File: config.mk
export PLATFORM = sky130hd
export DESIGN_NAME = cvxif_copro_issue_queue
export DESIGN_NICKNAME = d
export VERILOG_FILES = /design/src/rtl/cvxif_copro_issue_queue.sv
export SDC_FILE = /design/constraint.sdc
export NUM_CORES = 1
export LEC_CHECK = 0
export ABC_AREA = 1
export CORE_ASPECT_RATIO = 2
export CORE_MARGIN = 2
export CORE_UTILIZATION = 65
export DETAILED_ROUTE_END_ITERATION = 16
export PLACE_DENSITY = 0.92
export SLEW_MARGIN = 0
export SYNTH_ARGS = -nofsm -noshare
export SYNTH_HDL_FRONTEND = slang
export SYNTH_SLANG_ARGS = --single-unit
File: constraint.sdc
create_clock -name clk_i -period 12.8 [get_ports clk_i]
set_clock_uncertainty 0.1 [all_clocks]
set_input_delay 2.56 -clock clk_i [delete_from_list [all_inputs] [get_ports clk_i]]
set_output_delay 2.56 -clock clk_i [all_outputs]
set_load 0.02 [all_outputs]
File: src/rtl/cvxif_copro_issue_queue.sv
// In-order issue queue for a custom-0 CV-X-IF coprocessor. Instructions wait here
// until the core commits or kills them. Committed heads go through a one-cycle ALU
// into a registered result port.
module cvxif_copro_issue_queue #(
  parameter int unsigned DEPTH  = 4,
  parameter int unsigned ID_W   = 3,
  parameter int unsigned XLEN   = 64,
  parameter logic [6:0]  OPCODE = 7'b0001011
) (
  input  logic            clk_i,
  input  logic            rst_ni,
  input  logic            clr_i,
  input  logic            issue_valid_i,
  output logic            issue_ready_o,
  input  logic [31:0]     issue_instr_i,
  input  logic [XLEN-1:0] issue_rs1_i,
  input  logic [XLEN-1:0] issue_rs2_i,
  input  logic [ID_W-1:0] issue_id_i,
  output logic            issue_accept_o,
  output logic            issue_writeback_o,
  input  logic            commit_valid_i,
  input  logic [ID_W-1:0] commit_id_i,
  input  logic            commit_kill_i,
  output logic            result_valid_o,
  input  logic            result_ready_i,
  output logic [ID_W-1:0] result_id_o,
  output logic [XLEN-1:0] result_data_o,
  output logic [4:0]      result_rd_o,
  output logic            result_we_o
);

  localparam int unsigned PTR_W = (DEPTH > 1) ? $clog2(DEPTH) : 1;
  localparam int unsigned CNT_W = PTR_W + 1;
  localparam int unsigned SH_W  = $clog2(XLEN);
  localparam logic [CNT_W-1:0] FULL_CNT = CNT_W'(DEPTH);

  typedef enum logic [1:0] {
    OP_ADD  = 2'd0,
    OP_XOR  = 2'd1,
    OP_SLL  = 2'd2,
    OP_SLTU = 2'd3
  } alu_op_e;

  logic [CNT_W-1:0] count;
  logic [PTR_W-1:0] head;
  logic [PTR_W-1:0] tail;

  logic [DEPTH-1:0] ent_valid;
  logic [DEPTH-1:0] ent_commit;
  logic [DEPTH-1:0] ent_kill;
  logic [ID_W-1:0]  ent_id  [DEPTH];
  logic [4:0]       ent_rd  [DEPTH];
  alu_op_e          ent_op  [DEPTH];
  logic [XLEN-1:0]  ent_rs1 [DEPTH];
  logic [XLEN-1:0]  ent_rs2 [DEPTH];

  logic       dec_ok;
  alu_op_e    dec_op;
  logic [4:0] dec_rd;
  logic       unused_instr;

  // Accepted funct3 values are 0..3, so bit 14 must be clear.
  assign dec_ok       = (issue_instr_i[6:0] == OPCODE) && !issue_instr_i[14];
  assign dec_op       = alu_op_e'(issue_instr_i[13:12]);
  assign dec_rd       = issue_instr_i[11:7];
  assign unused_instr = ^issue_instr_i[31:15];

  assign issue_ready_o     = (count < FULL_CNT);
  assign issue_accept_o    = issue_valid_i && issue_ready_o && dec_ok;
  assign issue_writeback_o = issue_accept_o;

  logic             push_req;
  logic             queue_empty;
  logic             new_match;
  logic             bypass;
  logic [DEPTH-1:0] match;
  logic [DEPTH-1:0] eff_commit;
  logic [DEPTH-1:0] eff_kill;

  assign push_req    = issue_accept_o;
  assign queue_empty = (count == '0);
  assign new_match   = push_req && commit_valid_i && (commit_id_i == issue_id_i);
  // An empty queue lets a same-cycle issue+commit go straight to the head logic.
  assign bypass      = queue_empty && new_match;

  genvar gi;
  generate
    for (gi = 0; gi < DEPTH; gi++) begin : g_match
      assign match[gi]      = ent_valid[gi] && commit_valid_i && (ent_id[gi] == commit_id_i);
      assign eff_commit[gi] = ent_commit[gi] || (match[gi] && !commit_kill_i);
      assign eff_kill[gi]   = ent_kill[gi] || (match[gi] && commit_kill_i);
    end
  endgenerate

  logic [ID_W-1:0] sel_id;
  logic [4:0]      sel_rd;
  alu_op_e         sel_op;
  logic [XLEN-1:0] sel_rs1;
  logic [XLEN-1:0] sel_rs2;
  logic            sel_commit;
  logic            sel_kill;

  always_comb begin
    sel_id     = ent_id[head];
    sel_rd     = ent_rd[head];
    sel_op     = ent_op[head];
    sel_rs1    = ent_rs1[head];
    sel_rs2    = ent_rs2[head];
    sel_commit = !queue_empty && eff_commit[head];
    sel_kill   = !queue_empty && eff_kill[head];
    if (bypass) begin
      sel_id     = issue_id_i;
      sel_rd     = dec_rd;
      sel_op     = dec_op;
      sel_rs1    = issue_rs1_i;
      sel_rs2    = issue_rs2_i;
      sel_commit = !commit_kill_i;
      sel_kill   = commit_kill_i;
    end
  end

  logic [XLEN-1:0] alu_res;

  always_comb begin
    alu_res = '0;
    case (sel_op)
      OP_ADD:  alu_res = sel_rs1 + sel_rs2;
      OP_XOR:  alu_res = sel_rs1 ^ sel_rs2;
      OP_SLL:  alu_res = sel_rs1 << sel_rs2[SH_W-1:0];
      OP_SLTU: alu_res = {{(XLEN-1){1'b0}}, (sel_rs1 < sel_rs2)};
      default: alu_res = '0;
    endcase
  end

  logic out_free;
  logic do_load;
  logic consumed;
  logic do_pop;
  logic do_push;

  assign out_free = !result_valid_o || result_ready_i;
  assign do_load  = sel_commit && !sel_kill && out_free;
  assign consumed = do_load || sel_kill;
  assign do_pop   = consumed && !bypass;
  assign do_push  = push_req && !(bypass && consumed);

  always_ff @(posedge clk_i or negedge rst_ni) begin
    if (!rst_ni) begin
      count <= '0;
      head  <= '0;
      tail  <= '0;
    end else if (clr_i) begin
      count <= '0;
      head  <= '0;
      tail  <= '0;
    end else begin
      head  <= head + PTR_W'(do_pop);
      tail  <= tail + PTR_W'(do_push);
      count <= count + CNT_W'(do_push) - CNT_W'(do_pop);
    end
  end

  // Status flags; a push never lands on an occupied slot, so it may overwrite freely.
  always_ff @(posedge clk_i or negedge rst_ni) begin
    if (!rst_ni) begin
      ent_valid  <= '0;
      ent_commit <= '0;
      ent_kill   <= '0;
    end else if (clr_i) begin
      ent_valid  <= '0;
      ent_commit <= '0;
      ent_kill   <= '0;
    end else begin
      for (int i = 0; i < DEPTH; i++) begin
        if (do_push && (tail == PTR_W'(i))) begin
          ent_valid[i]  <= 1'b1;
          ent_commit[i] <= new_match && !commit_kill_i;
          ent_kill[i]   <= new_match && commit_kill_i;
        end else begin
          if (do_pop && (head == PTR_W'(i))) begin
            ent_valid[i] <= 1'b0;
          end
          if (match[i]) begin
            if (commit_kill_i) begin
              ent_kill[i] <= 1'b1;
            end else begin
              ent_commit[i] <= 1'b1;
            end
          end
        end
      end
    end
  end

  always_ff @(posedge clk_i) begin
    if (do_push && !clr_i) begin
      ent_id[tail]  <= issue_id_i;
      ent_rd[tail]  <= dec_rd;
      ent_op[tail]  <= dec_op;
      ent_rs1[tail] <= issue_rs1_i;
      ent_rs2[tail] <= issue_rs2_i;
    end
  end

  always_ff @(posedge clk_i or negedge rst_ni) begin
    if (!rst_ni) begin
      result_valid_o <= 1'b0;
      result_id_o    <= '0;
      result_data_o  <= '0;
      result_rd_o    <= '0;
      result_we_o    <= 1'b0;
    end else if (clr_i) begin
      result_valid_o <= 1'b0;
      result_id_o    <= '0;
      result_data_o  <= '0;
      result_rd_o    <= '0;
      result_we_o    <= 1'b0;
    end else if (do_load) begin
      result_valid_o <= 1'b1;
      result_id_o    <= sel_id;
      result_data_o  <= alu_res;
      result_rd_o    <= sel_rd;
      result_we_o    <= 1'b1;
    end else if (result_ready_i) begin
      result_valid_o <= 1'b0;
    end
  end

endmodule

==> summary.md, run 1 <==
| Metric | Value |
|---|---|
| Port-buffer cells | `232` |
| Final Wtd Congestion | `1.18` |
| Post-cts repair resize count | `0` |
| Clock sinks | `645` |
| Synth Instances | `4348` |
| CTS Buf Count | `51` |
| Global-route wire length before repair | `241000 um` |
| Post-Syn Nets | `4653` |
| Clk buf depth | `3` |
| Hold_buf cts | `0` |
| Vias in the first global route | `37.1k` |
| Stop stage | `global routing` |
| Root Buffer | `clkbuf_16` |
| Mapped Area | `36700 sq um` |
| # H-tree levels | `2` |
| Cell variety after synth | `51` |
| Post-DP HPWL | `113000 um` |
| Number of core rows | `123` |
| Sequential area share after synthesis | `51.5%` |
| Largest net degree at the start of global routing | `91` |
| Overflow after GRT | `26` |
| Initial Util | `65.6%` |
| Outcome | `did not finish` |
| Synth Register Bits | `645` |
| I/O Pins | `250` |
| All-Layer GR Usage | `57.3%` |
| YS warnings | `0` |
| Postcts setup bufs | `0` |
| Die Y-Extent | `340 um` |
| Error msg | `[ERROR GRT-0116] Global routing finished with congestion. Check the congestion regions in the DRC Viewer.` |
| Die width | `172 um` |
| Syn_area_per_cell | `8.45 sq um` |
==> per-stage QoR <==
step / worst slack, ns / hold slack, ns / area [sq um] / util [%] / std cells
after CTS: 4.51 / 0.384 / 41300 / 73.8 / 5271
after global placement: 3.97 / 0.364 / 39600 / 70.7 / 5176
after floorplan: 5.38 / 0.368 / 36700 / - / 4348
after detailed placement: 3.97 / 0.365 / 39600 / 70.7 / 5176
==> synth_stat cells, drive strengths merged <==
| master | n | share of area, % |
|---|---|---|
| o221ai | 7 | 0.17 |
| o311ai | 1 | 0.024 |
| nand3 | 547 | 7.5 |
| and2 | 5 | 0.085 |
| nor2 | 302 | 3.1 |
| a221oi | 3 | 0.072 |
| o31ai | 4 | 0.082 |
| or2 | 12 | 0.20 |
| xnor2 | 4 | 0.095 |
| a2111oi | 2 | 0.048 |
| a22o | 3 | 0.072 |
| o2111ai | 3 | 0.072 |
| a31oi | 31 | 0.53 |
| o22ai | 157 | 2.7 |
| inv | 406 | 4.1 |
| edfxtp | 552 | 45 |
| dfrtp | 93 | 6.3 |
| o211ai | 16 | 0.33 |
| o21ai | 353 | 4.9 |
| a22oi | 45 | 0.92 |
| a21o | 7 | 0.14 |
| nor3 | 31 | 0.42 |
| ha | 131 | 4.5 |
| a211oi | 5 | 0.10 |
| buf | 105 | 1.5 |
| nor4 | 12 | 0.20 |
| nand4 | 38 | 0.65 |
| o21bai | 3 | 0.061 |
| xor2 | 6 | 0.14 |
| a21oi | 200 | 2.7 |
| nand2 | 1135 | 12 |
| o31a | 1 | 0.024 |
| clkinv | 1 | 0.010 |
| clkbuf | 108 | 1.1 |
| o21a | 11 | 0.22 |
| nand3b | 1 | 0.020 |
| and3 | 4 | 0.068 |
| fa | 1 | 0.055 |
| a21boi | 2 | 0.041 |
==> metal layers <==
layer | GRT usage, % | overflow
met4 | 65.0 | 15
met1 | 57.5 | 0
met3 | 21.8 | 0
met5 | 0.767 | 0
met2 | 84.6 | 11
==> cells by family after synthesis <==
| kind of cell | synth area share (%) |
|---|---|
| simple gates | 23.9 |
| xor+xnor | 0.238 |
| flops | 51.5 |
| compound gates | 13.2 |
| fa+ha+maj | 4.52 |
| buf+inv | 6.73 |
==> run 2, diff against run 1 <==
CORE_ASPECT_RATIO = not set   (was 2)
CORE_UTILIZATION = 40   (was 65)
PLACE_DENSITY = not set   (was 0.92)
PLACE_DENSITY_LB_ADDON = 0.15   (was not set)
==> summary.md, run 2 <==
| Metric | Value |
|---|---|
| Fin nets | `4811` |
| R2R depth | `24` |
| DR iter-0 viols | `3611` |
| Core area | `91400 sq um` |
| I/O Pins | `250` |
| Hold depth | `2` |
| Overflow after GRT | `0` |
| Pleak | `17.4 nW` |
| DIE AREA | `94300 sq um` |
| Clock sinks | `645` |
| CTS tree | `yes` |
| Reg2reg start | `head[1]` |
| Vias in the first global route | `29.9k` |
| Critical Path Source Type | `input port` |
| Placed cell areas | `40200 sq um` |
| Post-cts repair resize count | `0` |
| Outcome | `finished, final reports clean` |
| Initial antenna violation count | `10` |
| WS Path Type | `input port to register` |
| Cell variety after synth | `51` |
| Global-route wire length before repair | `199000 um` |
| Die width | `307 um` |
| Data arrival, critical path | `8.61 ns` |
| Ys flop type | `edfxtp_1` |
| Final Util | `46.6%` |
| Clk pin slew, worst setup/hold paths | `0.06 ns` |
| R2R Setup Slk | `6.48 ns` |
| Setup TNS Final | `0 ns` |
| Clk buf depth | `3` |
| Remaining antenna violation count after routing | `0` |
| Combinational power share | `2.5%` |
| Largest net degree at the start of global routing | `129` |
| Postcts setup bufs | `0` |
| Post-DP HPWL | `98200 um` |
| Final Wtd Congestion | `1.03` |
| Cell Count, Final, Fillers Out | `5754` |
| Fillers | `8952` |
| Root Buffer | `clkbuf_16` |
| Area occupied by multi-input gates | `15400 sq um` |
| Area grow syn2layout | `15.9%` |
| Post-synth EDFFs | `552` |
| WL/cell | `23.8 um` |
| DR vias | `32.4k` |
| Min-delay src | `result_data_o[23]` |
| Sequential share of power | `51.0%` |
| Worst R2R End | `result_data_o[42]` |
| Switch Pwr | `913 uW` |
| Detailed Route WL | `137000 um` |
| Register area | `18900 sq um` |
| Syn_area_per_cell | `8.45 sq um` |
| Drt via density | `5.64` |
| Max Clk Rate | `123 MHz` |
| Dominant cell type by area after synthesis | `edfxtp_1` |
| YS warnings | `0` |
| Worst Max-Slew Pin Slew | `1.43 ns` |
| Largest regs | `ent_rs1 x256, ent_rs2 x256, result_data_o x64` |
| VDD IR-drop max | `0.000121 V` |
| Synth Register Bits | `645` |
| Internal | `3.57 mW` |
| DRT Pass-1 Iters | `7` |
| Sequential area share after synthesis | `51.5%` |
| Share of the synthesized area in the top cell type | `45.1%` |
| Skew-Pair Late Insertion Delay | `0.64 ns` |
| Post-Syn Nets | `4653` |
| DRC violations left | `0` |
| Clock network fraction of design power | `46.5%` |
| Number of core rows | `111` |
| Worst Hold Path EP | `result_data_o[23]` |
| Final min period | `8.12 ns` |
| Worst Path Required | `13.29 ns` |
| Final Cell Area | `42600 sq um` |
| Hold_buf cts | `0` |
| Synth Instances | `4348` |
| Fin. Hold Viols | `0` |
| Initial Util | `40.2%` |
| Mapped Area | `36700 sq um` |
| RSZ-0062 raised after global routing | `no` |
| Crit end category | `register` |
| Fin. max-slew vios | `0` |
| Final period utilization | `63.4%` |
| Fraction of layout cells with a size suffix above 1 | `4.89%` |
| Port-buffer cells | `232` |
| All-Layer GR Usage | `28.6%` |
| Most frequent cells after synthesis | `nand2_1, edfxtp_1, nand3_1` |
| Slew HR | `3.70%` |
| Synth top area cells | `edfxtp_1, nand2_1, nand3_1, dfrtp_1, ha_1` |
| Switching share of power | `20.4%` |
| Most frequent cell after synthesis | `nand2_1` |
| Most common cell after layout, fill and taps aside | `nand2_1` |
| Pwr/cell area | `105 nW/um^2` |
| Crit Path Max Fanout | `128` |
| Die Y-Extent | `307 um` |
| # H-tree levels | `3` |
| Max-cap violations | `0` |
| Fraction of registers with async set/reset | `14.4%` |
| Final setup vio count | `0` |
| Most frequent cells in the layout | `nand2_1, edfxtp_1, nand3_1` |
| CTS Buf Count | `72` |
| DP Cell Count | `5618` |
| HP Class | `register to register` |
==> run 2: worst max-delay path by stage <==
stage	start	slack (ns)	to	cells past startpoint
final	issue_id_i[0]	4.68	result_data_o[39]	24
after detailed placement	issue_id_i[0]	4.33	result_data_o[0]	21
after CTS	issue_id_i[0]	5.00	result_data_o[0]	21
after global routing	issue_id_i[0]	4.49	result_data_o[59]	27
after global placement	issue_id_i[0]	4.34	result_data_o[0]	21
after floorplan	commit_id_i[1]	5.38	ent_id[1][0]	13
==> run 2: cells by family after synthesis <==
family | after synthesis | share of synthesized area (%)
and+or+nand+nor | 2087 | 23.9
AOI/OAI and AO/OA | 854 | 13.2
DFF | 645 | 51.5
buffers and inverters | 620 | 6.73
adders and majority gates | 132 | 4.52
xor gates and xnor gates | 10 | 0.238
==> run 2: area by class of cell <==
| class | count | share of cell area [%] |
|---|---|---|
| diodes | 4 | 0.0235 |
| clock buffers | 96 | 4.64 |
| clock inverters | 36 | 0.943 |
| inverters | 407 | 3.63 |
| multi-input cells | 3083 | 36.3 |
| flip-flops and latches | 645 | 44.4 |
| well taps | 1186 | 3.48 |
| repair buffers | 297 | 6.62 |
==> run 2: power groups by stage <==
| stage | combinational [mW] | clock [mW] | sequential, mW |
|---|---|---|---|
| 2_1_floorplan | 0.0197 | 0 | 2.33 |
| 3_3_place_gp | 0.112 | 0 | 2.33 |
| 3_5_place_dp | 0.113 | 0 | 2.33 |
| 4_1_cts | 0.114 | 2.12 | 2.28 |
| 5_1_grt | 0.123 | 2.20 | 2.28 |
| 6_report | 0.113 | 2.08 | 2.28 |
==> run 2: routing by layer <==
metal,vias up,track usage [%],share of wire (%)
met4,14,12.8,4.8
met2,1297,45.0,45
li1,15400,-,-
met5,-,0,0.071
met3,259,3.85,6.7
met1,15500,39.4,43
==> run 2: critical path, stage by stage <==
cell and delay (ns):
clkdlybuf4s50_1 0.64, inv_1 0.07, nand2_1 0.10, nand3_1 0.13, nor2_4 0.25, nand3_4 0.47
buf_12 0.44, o21ai_0 0.90, inv_1 0.12, ha_1 0.64, nand2_1 0.13, nor2_1 0.17
inv_1 0.08, nor2_1 0.21, inv_1 0.11, o21ai_0 0.37, a21oi_1 0.08, nand2_1 0.28
nand2_1 0.08, nand2_1 0.07, nand3_1 0.16, nand2_1 0.29, nand2_1 0.08, nand2_1 0.09
==> run 2: metrics by stage <==
| step | setup WS, ns | power (mW) | hold WS [ns] |
|---|---|---|---|
| after floorplan | 5.38 | 2.35 | 0.368 |
| final | 4.68 | 4.48 | 0.377 |
| after detailed placement | 4.33 | 2.44 | 0.366 |
| after CTS | 5.00 | 4.52 | 0.382 |
| after global placement | 4.34 | 2.44 | 0.360 |
| after global routing | 4.49 | 4.61 | 0.398 |
Note: power is estimated with default switching activity, not from simulation.
